--- src/rtl/adc_sample_buffer.sv ---
// Word FIFO between the ADC serial front end and the host MCU.
// Each stored word is unloaded as four bytes, MSB first, paced by an asynchronous host strobe.
module adc_sample_buffer #(
    parameter int ADDR_WIDTH = 4
) (
    input  logic                  clock,
    input  logic                  reset,
    input  logic                  clear,
    input  logic                  write_enable,
    input  logic [31:0]           write_data,
    output logic                  buffer_full,
    input  logic                  host_read_strobe,
    output logic [7:0]            host_data,
    output logic                  host_data_valid,
    output logic [ADDR_WIDTH:0]   word_count,
    output logic                  overflow
);

    localparam int DEPTH = 1 << ADDR_WIDTH;
    localparam logic [ADDR_WIDTH:0] DEPTH_COUNT = (ADDR_WIDTH + 1)'(DEPTH);

    typedef enum logic {
        IDLE,
        SHIFT
    } state_t;

    state_t                  state_reg;
    state_t                  state_next;
    logic [31:0]             mem [DEPTH];
    logic [ADDR_WIDTH-1:0]   wr_ptr_reg;
    logic [ADDR_WIDTH-1:0]   rd_ptr_reg;
    logic [ADDR_WIDTH:0]     count_reg;
    logic [ADDR_WIDTH:0]     count_next;
    logic                    full_reg;
    logic                    overflow_reg;
    logic [31:0]             shift_reg;
    logic [1:0]              byte_index_reg;
    logic [7:0]              host_data_reg;
    logic                    valid_reg;
    logic                    sync1_reg;
    logic                    sync2_reg;
    logic                    sync3_reg;

    logic                    strobe_edge;
    logic                    push;
    logic                    pop;
    logic                    advance;
    logic                    finish;
    logic [31:0]             rd_word;

    // Full is judged on the registered flag, so a pop in the same cycle never frees room for a push.
    assign push        = write_enable && !full_reg;
    assign strobe_edge = sync2_reg && !sync3_reg;
    assign rd_word     = mem[rd_ptr_reg];

    always_comb begin
        state_next = state_reg;
        pop        = 1'b0;
        advance    = 1'b0;
        finish     = 1'b0;
        case (state_reg)
            IDLE: begin
                if (count_reg != '0) begin
                    pop        = 1'b1;
                    state_next = SHIFT;
                end
            end
            SHIFT: begin
                if (strobe_edge) begin
                    if (byte_index_reg == 2'd3) begin
                        finish     = 1'b1;
                        state_next = IDLE;
                    end else begin
                        advance = 1'b1;
                    end
                end
            end
            default: state_next = IDLE;
        endcase
    end

    always_comb begin
        count_next = count_reg;
        case ({push, pop})
            2'b10:   count_next = count_reg + 1'b1;
            2'b01:   count_next = count_reg - 1'b1;
            default: count_next = count_reg;
        endcase
    end

    always_ff @(posedge clock or posedge reset) begin
        if (reset) begin
            state_reg <= IDLE;
        end else if (clear) begin
            state_reg <= IDLE;
        end else begin
            state_reg <= state_next;
        end
    end

    // The synchronizer keeps its history across clear so a strobe already high is not a new edge.
    always_ff @(posedge clock or posedge reset) begin
        if (reset) begin
            sync1_reg <= 1'b0;
            sync2_reg <= 1'b0;
            sync3_reg <= 1'b0;
        end else begin
            sync1_reg <= host_read_strobe;
            sync2_reg <= sync1_reg;
            sync3_reg <= sync2_reg;
        end
    end

    always_ff @(posedge clock) begin
        if (push && !clear) begin
            mem[wr_ptr_reg] <= write_data;
        end
    end

    always_ff @(posedge clock or posedge reset) begin
        if (reset) begin
            wr_ptr_reg     <= '0;
            rd_ptr_reg     <= '0;
            count_reg      <= '0;
            full_reg       <= 1'b0;
            overflow_reg   <= 1'b0;
            shift_reg      <= '0;
            byte_index_reg <= 2'd0;
            host_data_reg  <= 8'h00;
            valid_reg      <= 1'b0;
        end else if (clear) begin
            wr_ptr_reg     <= '0;
            rd_ptr_reg     <= '0;
            count_reg      <= '0;
            full_reg       <= 1'b0;
            overflow_reg   <= 1'b0;
            shift_reg      <= '0;
            byte_index_reg <= 2'd0;
            host_data_reg  <= 8'h00;
            valid_reg      <= 1'b0;
        end else begin
            if (push) begin
                wr_ptr_reg <= wr_ptr_reg + 1'b1;
            end
            if (write_enable && full_reg) begin
                overflow_reg <= 1'b1;
            end
            count_reg <= count_next;
            full_reg  <= (count_next == DEPTH_COUNT);

            if (pop) begin
                rd_ptr_reg     <= rd_ptr_reg + 1'b1;
                shift_reg      <= {rd_word[23:0], 8'h00};
                host_data_reg  <= rd_word[31:24];
                valid_reg      <= 1'b1;
                byte_index_reg <= 2'd0;
            end else if (advance) begin
                // shift_reg always holds the not-yet-presented bytes left-aligned
                host_data_reg  <= shift_reg[31:24];
                shift_reg      <= {shift_reg[23:0], 8'h00};
                byte_index_reg <= byte_index_reg + 2'd1;
            end else if (finish) begin
                valid_reg <= 1'b0;
            end
        end
    end

    assign buffer_full     = full_reg;
    assign word_count      = count_reg;
    assign overflow        = overflow_reg;
    assign host_data       = host_data_reg;
    assign host_data_valid = valid_reg;

endmodule

--- config.mk ---
export PLATFORM = sky130hd
export DESIGN_NAME = adc_sample_buffer
export DESIGN_NICKNAME = d
export VERILOG_FILES = /design/src/rtl/adc_sample_buffer.sv
export SDC_FILE = /design/constraint.sdc
export NUM_CORES = 1
export LEC_CHECK = 0
export CORE_AREA = 2 2 238 240
export CTS_CLUSTER_DIAMETER = 150
export CTS_CLUSTER_SIZE = 8
export DETAILED_ROUTE_END_ITERATION = 8
export DIE_AREA = 0 0 240 242
export DONT_BUFFER_PORTS = 1
export RECOVER_POWER = 50
export SYNTH_ARGS = -nofsm -noshare
export SYNTH_HDL_FRONTEND = slang
export SYNTH_SLANG_ARGS = --single-unit
--- constraint.sdc ---
create_clock -name clock -period 5 [get_ports clock]
set_clock_uncertainty 0.2 [all_clocks]
set_input_delay 1 -clock clock [delete_from_list [all_inputs] [get_ports clock]]
set_output_delay 1 -clock clock [all_outputs]
set_load 0.01 [all_outputs]
Word level (Yosys, flattened, before mapping)
Memory sizes are Yosys's and may differ from the RTL's.
Index checks and enable logic that the tools add are counted.
Widths: inputs -> output; s select.
Storage, ports and cells
  flip-flop bits (word level): 62
  memory bits (writable): 512
  input port bits: 37
  output and inout bits: 16
  logic and storage cells: 74
  memories: 1
Cells by class
  add/sub/neg operators: 5
  eq/ne operators: 5
  muxes and demuxes: 35
  bitwise logic cells: 1
  reductions and logical operators: 14
Memories
  mem: words 16, width 32, rd ports 1, clocked after Yosys merged registers in 0, wr ports 1, RTL line 29  | logic [31:0] mem [DEPTH];
Operator list (number)
  $mux 32: 3
  $mux 8: 3
  $mux 1: 19
  $mux 4: 4
  $pmux 5 s2: 1
  $add 4x1->4 const B: 2
  $mux 2: 3
  $reduce_bool 2->1: 3
  $reduce_bool 3->1: 2
  $add 5x1->5 const B: 1
  $eq 5x5->1 const B: 1
  $mux 5: 1
  $reduce_bool 5->1: 1
  $sub 5x1->5 const B: 1
  $eq 2x2->1 const B: 2
  $logic_and 1x1->1: 4
  $logic_not 1->1: 3
  $ne 3x3->1 const B: 1
  $add 2x1->2 const B: 1
  $eq 2x1->1 const B: 1
  $pmux 1 s2: 1
  $reduce_and 2->1: 1
  $not 1->1: 1

Depth between registers and ports, before layout
Gate-level depths: netlist of the first run.
  depth in word-level cells: 8
  depth in mapped cells: 12
  mapped depth without buffers: 10

Worst setup path before layout of the first run
Ideal clock, no wire load.
  path kind: input port to flip-flop
  start: in write_enable
  end: mem mem[1][0], enable pin
  setup time: 0.461 ns
  arrival: 3.926 ns
  required time: 4.339 ns
  setup slack: 0.413 ns
  cell stages on the path: 5
  path buffers: 0
  cell sequence: nor2b_1 -> inv_1 -> nor2_1 -> nand2_1 -> nor3_1
Between the ends
  longest elaborated chain between the ends: 4
Ends and longest elaborated chain
  start, declared: RTL line 9  | input logic write_enable,
  $logic_and 1x1->1: RTL line 52  | assign push = write_enable && !full_reg;
  $logic_and 1x1->1: RTL line 115  | if (push && !clear) begin
  $mux 1: RTL line 115
  $mux 1 (not written as such): RTL line 116  | mem[wr_ptr_reg] <= write_data;
  end, declared: RTL line 29
No other way between the ends.

Worst setup path after layout of the first run
  start: reg count_reg[1] (netlist: word_count[1])
  end: reg shift_reg[31]
Between the ends
  longest elaborated chain between the ends: 5
  elaborated cells between the ends (all ways): 6
  those cells by class: mux (4); reduce/logical (2)
Ends and longest elaborated chain
  start, declared: RTL line 32  | logic [ADDR_WIDTH:0] count_reg;
  start signal, assigned: RTL line 148  | count_reg <= count_next;
  $reduce_bool 5->1 (*): RTL line 63  | if (count_reg != '0) begin
  $mux 1 (*): RTL line 63
  $mux 1 (*): RTL line 61  | case (state_reg)
  $mux 32: RTL line 151  | if (pop) begin
  $mux 32: RTL line 131  | end else if (clear) begin
  end signal, assigned: RTL line 153  | shift_reg <= {rd_word[23:0], 8'h00};
  end signal, assigned: RTL line 160  | shift_reg <= {shift_reg[23:0], 8'h00};
  end, declared: RTL line 36  | logic [31:0] shift_reg;
Mark *: on every way between the ends. The rest lies on a longest branch, timed or not.
A chain may end at the register's enable or synchronous reset.

==> flow_summary_export.csv, run 1 <==
group,metric,value,unit
logic_synthesis,synth-xor-area-share,0.520,%
cts,clk_transition_reported_paths,0.05,ns
placement,gp_congestion,0.731,
logic_synthesis,synth_compound_area_share,2.53,%
sta,rsz0062_at_grt,"false",
power,swShare,26.1,%
setup_path,r2r-start,"word_count[1]",
job,maxCapViolCount,1,
logic_synthesis,synthFlopType,"edfxtp_1",
logic_synthesis,yosysMostFrequentCell,"edfxtp_1",
final_layout,largest_reg_flops,512,
power,power_leakage,7.99,nW
final_layout,diodes,0,
die,die_x,240,um
global_route,antenna_found_initial,0,
logic_synthesis,synth_area,0.0219,mm2
cts,cts_root_buffer,"clkbuf_16",
logic_synthesis,ys_seq_elements,566,
cts,cts_resized,0,
cts,cts_num_sinks,566,
logic_synthesis,synth_top_cell_by_area,"edfxtp_1",
final_layout,drive_gt1_share,23.2,%
die,coreArea,0.0557,mm2
final_layout,layout.nets,1145,
sta,drv_slew,24,
route,firstDrtPassIters,7,
worst_hold_path,holdCritPathClass,"flop to flop",
outcome,status,"finished with violations",
setup_path,path_cells,"nor3_1 > a21oi_1 > nand3b_1 > buf_4 > o22ai_1 > o22a_1",
route,drtIter0Drc,929,
power,seqPwrFrac,43.7,%
placement,port_buffers,0,
setup_path,cp_top_family,"compound AO/OA/AOI/OAI gates",
power,switching_power,3.41,mW
logic_synthesis,synth_fa_ha_area_share,0.514,%
sta,finalSetupTns,0,ns
cts,cts_hold_buf,0,
sta,hold_violations,0,
global_route,grt_max_degree,48,
cts,cts.path.max_buffers,3,
route,detail-route-antenna-nets,0,
sta,fmax,278,MHz
logic_synthesis,synth-async-reset-ratio,9.54,%
sta,relSlewSlack,-14.6,%
cts,clk_latency,0.61,ns
logic_synthesis,syn_nets,1089,
power,clkPwrFrac,38.0,%
placement,place_hpwl,28000,um
setup_path,critical-path-slowest-cell,"nand3b_1",
logic_synthesis,synth_top_cells_by_area,"edfxtp_1, mux4_2, dfrtp_1, mux2i_1, nor2_1",
sta,min_period_over_period,72.0,%
die,start_util,39.3,%
setup_path,slowest_delay,0.86,ns
power,combPwrFrac,18.3,%
route,via_count,10358,
setup_path,required,5.33,ns
logic_synthesis,synth_cells,1043,
die,die_h,242,um
setup_path,crit_buf_inv,1,
logic_synthesis,synth_top_cells_by_count,"edfxtp_1, mux4_2, nor2_1",
logic_synthesis,synth_top_family_by_area,"multiplexers",
die,io_pins,53,
power,intPower,9.64,mW
logic_synthesis,yosysSeqAreaShare,76.4,%
route,wl_per_cell,25.5,um
logic_synthesis,muxShareOfSynthArea,16.3,%
cts,cts_setup_buffers,0,
setup_path,worst_setup_path_start_kind,"flop",
logic_synthesis,avgSynthCellArea,21.0,um2
global_route,grt_pass1_vias,11013,
setup_path,end_kind,"flop",
logic_synthesis,synth_edf_count,512,
power,powerDensity,516,mW/mm2
cts,cts_tree,"done",
outcome,violations,"capacitance limit, slew limit",
power,vdd_drop_max,0.248,mV
route,drt-vias-per-instance,5.41,
logic_synthesis,yosys.area_share.simple,2.39,%
cts,numCtsBuffers,80,
cts,htree_levels,3,
sta,worst_pin_slew,1.72,ns
logic_synthesis,synth_cell_types,40,
setup_path,cp.arrival,3.93,ns
global_route,grt-ovfl-total,0,
setup_path,startpoint,"word_count[1]",
route,wl,48800,um
die,fp-row-count,87,
global_route,grt_pass1_wl,73400,um
route,remaining_drc_errors,0,
logic_synthesis,synth.top_cell.area_share,70.2,%
die,dieArea,0.0581,mm2
setup_path,crit_fanout,18,
sta,min_period,3.60,ns
worst_hold_path,hp-start,"sync1_reg",
setup_path,crit_type,"flop to flop",
logic_synthesis,yosys_warnings,0,
final_layout,area_growth,15.3,%
sta,setup_violations,0,
sta,whs,0.159,ns
global_route,grt_usage,17.3,%
worst reg2reg max path: cells and delay by family (launching register included):
kind / cells / cell delay [ns]
buffers and inverters: 1 / 0.52
flip-flops: 1 / 0.55
AND/OR/NAND/NOR: 2 / 1.01
AO/OA/AOI/OAI: 3 / 1.24
cells in the final DEF, fill, tap and decap left out, types with 2 or more instances in the layout:
cell,instances
dfrtp_4,3
xnor2_1,4
clkinv_8,2
nand2_1,14
a21oi_1,7
inv_6,3
inv_1,5
mux4_2,128
nor2_1,72
o22ai_1,24
xor2_1,9
edfxtp_1,512
nor2b_1,3
clkbuf_1,53
buf_12,4
nor2_4,12
nand2b_1,2
ha_1,9
buf_4,28
clkbuf_16,81
o21ai_0,9
dfrtp_1,51
nand4_1,2
nor3b_1,2
and3b_1,2
o22a_1,24
a2bb2oi_1,7
mux2i_1,67
nor3_2,4
cell families (layout without fill, tap and decap cells):
group,Yosys count,count (layout)
multiplexers,196,196
AO/OA/AOI/OAI,76,76
XOR/XNOR,13,13
AND/OR/NAND/NOR,119,119
buffers and inverters,64,178
adder cells (fa/ha/maj),9,9
flip-flops,566,566
cell type report:
cell class / instances / area, um2
Clock inverter: 6 / 78.8
Tap cell: 756 / 946
Inverter: 5 / 18.8
Sequential cell: 566 / 16700
Fill cell: 4702 / 30500
Clock buffer: 134 / 2240
Timing Repair Buffer: 33 / 294
Multi-Input combinational cell: 413 / 4960
final timing paths:
kind                                      end  slack [ns]  depth (start not counted)
worst max-delay path            shift_reg[31]        1.40                          6
worst min-delay path                sync2_reg        0.16                          0
worst max register to register  shift_reg[31]        1.40                          6
worst min register to register      sync2_reg        0.16                          0
max in group asynchronous       shift_reg[16]        1.87                          2
min in group asynchronous       word_count[0]        0.46                          1
through the flow:
step / worst slack [ns] / cells / util [%] / instance area (um2) / total power, mW
after floorplan: 0.413 / 1043 / - / 21900 / 7.61
after global placement: 1.26 / 1773 / 41.2 / 23000 / 8.25
after detailed placement: 1.24 / 1773 / 41.2 / 23000 / 8.27
after CTS: 1.79 / 1913 / 45.4 / 25300 / 13.2
after global routing: 1.19 / 1913 / 45.3 / 25300 / 13.6
final: 1.40 / 1913 / 45.3 / 25300 / 13.0
per-layer routing:
metal | GRT usage (%) | vias to the layer above | wire length [um]
met4 | 5.50 | 0 | 968
met1 | 23.1 | 5628 | 20900
li1 | - | 4403 | -
met3 | 3.78 | 69 | 2650
met5 | 0 | - | 0
met2 | 28.2 | 258 | 24300
power by group through the flow:
stage / combinational [mW] / sequential, mW / clock [mW]
5_1_grt: 2.59 / 5.74 / 5.27
3_5_place_dp: 2.46 / 5.81 / 0
6_report: 2.39 / 5.70 / 4.95
3_3_place_gp: 2.44 / 5.81 / 0
2_1_floorplan: 2.02 / 5.58 / 0
4_1_cts: 2.46 / 5.73 / 5.06
No activity file was read; power rests on OpenSTA's default activity.
==> run 2, diff against run 1 <==
clock period = 3 ns   (was 5 ns; I/O delays follow)
==> flow_summary_export.csv, run 2 (same netlist as run 1, synthesis figures left out) <==
group,metric,value,unit
final_layout,multi_input_area,0.00500,mm2
die,fp-row-count,87,
setup_path,crit_type,"flop to flop",
route,top_layer_used,"met5",
setup_path,crit_buf_inv,0,
final_layout,drive_gt1_share,24.8,%
cts,cts_num_sinks,566,
power,intPower,16.4,mW
placement,dp_cells,1807,
route,wl_per_cell,24.9,um
final_layout,largest_reg_flops,512,
die,die_h,242,um
power,powerDensity,845,mW/mm2
route,drt-vias-per-instance,5.32,
worst_hold_path,holdCritPathClass,"primary input to flop",
setup_path,crit_fanout,11,
sta,min_period,2.75,ns
setup_path,cp_top_family,"compound AO/OA/AOI/OAI gates",
route,via_count,10557,
global_route,grt-ovfl-total,0,
power,swShare,26.2,%
job,maxCapViolCount,0,
setup_path,path_cells,"nor2_1 > a21oi_4 > ha_1 > xor2_1 > ha_1 > and3b_1 > o21ai_0 > a21oi_1 > mux2_2 > and4_1",
setup_path,end_kind,"flop",
setup_path,required,3.30,ns
power,power_leakage,8.40,nW
sta,finalSetupTns,0,ns
sta,hold_violations,0,
power,switching_power,5.82,mW
global_route,grt_usage,17.6,%
sta,drv_slew,0,
final_layout,area_growth,20.1,%
cts,cts_setup_buffers,0,
final_layout,final_common_cell,"edfxtp_1",
route,wl,49500,um
route,remaining_drc_errors,0,
setup_path,r2r_slack,0.25,ns
power,vdd_drop_max,0.462,mV
setup_path,worst_setup_path_start_kind,"flop",
final_layout,fillers,4644,
final_layout,final_cell_mix,"edfxtp_1, mux4_2, clkbuf_16, nor2_1, mux2i_1",
route,firstDrtPassIters,4,
cts,cts_root_buffer,"clkbuf_16",
setup_path,cp.arrival,3.04,ns
sta,setup_violations,0,
die,die_x,240,um
cts,clk_transition_reported_paths,0.05,ns
global_route,grt_pass1_wl,74300,um
route,drtIter0Drc,922,
cts,cts_tree,"done",
die,coreArea,0.0557,mm2
route,wl_met1,21400,um
die,dieArea,0.0581,mm2
setup_path,critical-path-slowest-cell,"dfrtp_1",
placement,port_buffers,0,
sta,min_period_over_period,91.6,%
sta,worst_pin_slew,1.25,ns
setup_path,slowest_delay,0.43,ns
cts,cts_resized,0,
route,wl_met2,23800,um
global_route,grt_pass1_vias,11330,
die,start_util,39.3,%
cts,cts.path.max_buffers,3,
sta,rsz0062_at_grt,"false",
power,combPwrFrac,20.8,%
die,io_pins,53,
placement,gp_congestion,0.731,
route,route.met3.wl,3020,um
sta,relSlewSlack,16.2,%
sta,fmax,364,MHz
cts,htree_levels,3,
final_layout,seqCellArea,0.0167,mm2
global_route,grt_max_degree,73,
power,clkPwrFrac,37.5,%
cts,clk_latency,0.61,ns
setup_path,cp_common_cell,"ha_1",
sta,whs,0.0736,ns
placement,place_hpwl,29100,um
final_layout,layout.nets,1215,
final_layout,finalNonFillerCells,1985,
route,detail-route-antenna-nets,0,
global_route,antenna_found_initial,3,
outcome,status,"complete, no violations",
cts,numCtsBuffers,80,
power,seqPwrFrac,41.8,%
-- run 2: cell count changes in the layout (fill, tap and decap cells not counted), sizes merged --
| cell | delta |
|---|---|
| dlygate4sd3 | +36 |
| diode | +1 |
| clkbuf | +4 |
| inv | -3 |
| buf | +34 |
-- run 2: through the flow --
stage | util [%] | total power [mW] | instance area, um2 | worst slack, ns
2_1_floorplan | - | 12.7 | 21900 | -0.331
3_3_place_gp | 42.4 | 14.0 | 23600 | 0.173
3_5_place_dp | 42.4 | 14.0 | 23600 | 0.176
4_1_cts | 47.2 | 22.6 | 26300 | 0.262
5_1_grt | 47.2 | 23.2 | 26300 | 0.106
6_report | 47.2 | 22.2 | 26300 | 0.251
-- run 2: cell type report --
| cell class | instances | share of cell area [%] |
|---|---|---|
| antenna | 1 | 0.00951 |
| tap | 756 | 3.60 |
| clock buffer | 138 | 8.76 |
| sequential | 566 | 63.6 |
| clock inverter | 3 | 0.109 |
| inverter | 5 | 0.0714 |
| timing repair buffer | 103 | 4.79 |
| multi-input combinational | 413 | 19.0 |
-- run 2: worst register-to-register path: cells and delay by family, from the launching register on --
kind,cells,cell delay [ns]
AOI/OAI and AO/OA,3,0.56
and+or+nand+nor,3,0.48
DFF,1,0.43
xor gates and xnor gates,1,0.16
adders and majority gates,2,0.45
muxes,1,0.37
-- run 2: worst paths after layout --
kind | depth (start not counted) | start | end
max | 10 | word_count[4] | buffer_full
min | 2 | clear | word_count[4]
max reg2reg | 10 | word_count[4] | buffer_full
min reg2reg | 0 | sync1_reg | sync2_reg
max in group asynchronous | 3 | reset | host_data[6]
min in group asynchronous | 2 | reset | word_count[4]
-- run 2: layer usage --
layer  vias to the layer above  global-route usage, %
met5                         -                      0
met2                       307                   27.8
met1                      5607                   24.0
met3                        87                   4.00
met4                         4                   6.10
li1                       4552                      -
-- run 2: power groups by stage --
stage          sequential, mW  clock, mW  combinational [mW]
3_5_place_dp             9.44          0                4.58
4_1_cts                  9.29       8.53                4.73
5_1_grt                  9.32       8.89                5.00
2_1_floorplan            9.30          0                3.38
6_report                 9.29       8.33                4.62
3_3_place_gp             9.42          0                4.53
-- run 2: repair_timing --
item,4_1_cts,5_1_grt
hold endpoints to repair,554,0
hold buffers,36,0
endpoints found under the setup margin,0,0
==> run 3, diff against run 2 <==
CORE_AREA = 2 2 203 205   (was 2 2 238 240)
CTS_CLUSTER_SIZE = 25   (was 8)
DIE_AREA = 0 0 205 207   (was 0 0 240 242)
PLACE_DENSITY = 0.73   (was unset)
clock period = 2.47 ns   (was 3 ns; I/O delays follow)
==> flow_summary_export.csv, run 3 (same netlist as run 1, synthesis figures left out) <==
group,metric,value,unit
setup_path,crit_buf_inv,0,
global_route,grt_max_degree,40,
route,via_count,10310,
cts,numCtsBuffers,26,
sta,whs,0.159,ns
final_layout,fillers,2857,
power,power_leakage,7.61,nW
cts,cts_num_sinks,566,
setup_path,r2r-start,"word_count[0]",
die,io_pins,53,
final_layout,final_common_cell,"edfxtp_1",
sta,min_period_over_period,103,%
setup_path,crit_type,"flop to flop",
power,vdd_drop_max,0.755,mV
route,drt-vias-per-instance,6.21,
global_route,grt_pass1_wl,67300,um
sta,postLayoutSetupSlackWorst,-0.0743,ns
global_route,grt_usage,21.6,%
sta,min_period,2.54,ns
cts,clk_latency,0.58,ns
final_layout,finalNonFillerCells,1660,
setup_path,slowest_delay,0.44,ns
final_layout,drive_gt1_share,21.9,%
setup_path,path_cells,"nor3_4 > a21oi_4 > ha_4 > xor2_1 > ha_2 > and3b_1 > o21ai_2 > a21oi_2 > mux2_4 > and4_1",
cts,cts.path.max_buffers,3,
die,start_util,54.3,%
global_route,grt_pass1_vias,10504,
worst_hold_path,holdCritPathClass,"primary input to flop",
die,fp-row-count,74,
placement,dp_slack,-0.108,ns
final_layout,seqCellArea,0.0167,mm2
placement,dp_cells,1573,
route,drtIter0Drc,977,
global_route,antenna_found_initial,3,
cts,cts_tree,"done",
die,die_h,207,um
sta,relSlewSlack,24.5,%
die,die_x,205,um
power,powerDensity,883,mW/mm2
setup_path,cp.arrival,2.82,ns
global_route,grt-ovfl-total,0,
route,wl_per_cell,26.9,um
outcome,violations,"setup timing",
setup_path,end_kind,"flop",
placement,port_buffers,0,
setup_path,cp_top_family,"simple AND/OR/NAND/NOR gates",
final_layout,post-route-util,60.6,%
final_layout,layout.nets,1153,
setup_path,crit_fanout,3,
cts,htree_levels,1,
sta,drv_slew,0,
final_layout,multi_input_area,0.00505,mm2
sta,worst_pin_slew,1.13,ns
final_layout,final_cell_mix,"edfxtp_1, mux4_2, nor2_1, mux2i_1, dfrtp_1",
die,coreArea,0.0404,mm2
route,remaining_drc_errors,0,
setup_path,required,2.75,ns
worst_hold_path,hp-start,"clear",
placement,gp_congestion,0.741,
setup_path,critical-path-slowest-cell,"dfrtp_2",
cts,clk_transition_reported_paths,0.10,ns
power,power.total,21.6,mW
route,firstDrtPassIters,5,
cts,cts_root_buffer,"clkbuf_16",
placement,place_hpwl,24200,um
sta,hold_violations,0,
route,detail-route-antenna-nets,0,
sta,setup_violations,1,
sta,rsz0062_at_grt,"true",
die,dieArea,0.0424,mm2
setup_path,startpoint,"word_count[0]",
sta,fmax,393,MHz
job,maxCapViolCount,0,
final_layout,largest_reg_flops,512,
final_layout,area_growth,11.6,%
route,wl,44600,um
outcome,status,"finished with violations",
setup_path,worst_setup_path_start_kind,"flop",
## run 3: where the power goes
part	total, mW	switching [mW]	internal, mW	leakage, nW
sequential	11.2	0.325	10.9	5.31
clock	4.83	2.75	2.09	0.362
combinational	5.58	2.73	2.85	1.93
total	21.6	5.80	15.8	7.61
## run 3: path summary, 6_finish.rpt
check,slack (ns),cells past startpoint,to
max,-0.07,10,buffer_full
min,0.16,4,shift_reg[8]
max reg2reg,-0.07,10,buffer_full
min reg2reg,0.19,0,sync2_reg
max in group asynchronous,0.42,3,shift_reg[23]
min in group asynchronous,0.43,2,overflow
## run 3: metal layers
layer | vias up | share of wire [%] | wire length [um] | track usage [%]
met2 | 345 | 50 | 22400 | 35.2
met1 | 5538 | 42 | 18500 | 31.5
met5 | - | 0.047 | 21 | 0
li1 | 4368 | - | - | -
met3 | 55 | 6.3 | 2810 | 3.21
met4 | 4 | 1.9 | 857 | 4.71
## run 3: final cells by class
cell class                      instances  area share [%]
Inverter                                5          0.0767
Multi-Input combinational cell        413            20.7
Tap cell                              532            2.72
Antenna cell                            1          0.0102
Sequential cell                       566            68.4
Clock buffer                           47            3.07
Timing Repair Buffer                   95            4.96
Clock inverter                          1          0.0460
## run 3: worst reg2reg max path, cell delays in order (launching register included)
cell and delay, ns:
dfrtp_2 0.44, nor3_4 0.26, a21oi_4 0.10, ha_4 0.17, xor2_1 0.15, ha_2 0.23
and3b_1 0.19, o21ai_2 0.06, a21oi_2 0.15, mux2_4 0.32, and4_1 0.19
## run 3: through the flow
stage	TNS [ns]	area, um2
after floorplan	-8.67	22100
after global placement	0	23300
after detailed placement	-0.108	23300
after CTS	-0.0646	24400
after global routing	-0.252	24500
final	-0.0743	24500
## run 3: timing repair
item / in CTS / in global routing
hold endpoints to repair: 556 / 0
resized for setup: 4 / 2
endpoints found under the setup margin: 1 / 2
pin swaps: 4 / 4
hold buffers: 36 / 0
buffers inserted: 0 / 2
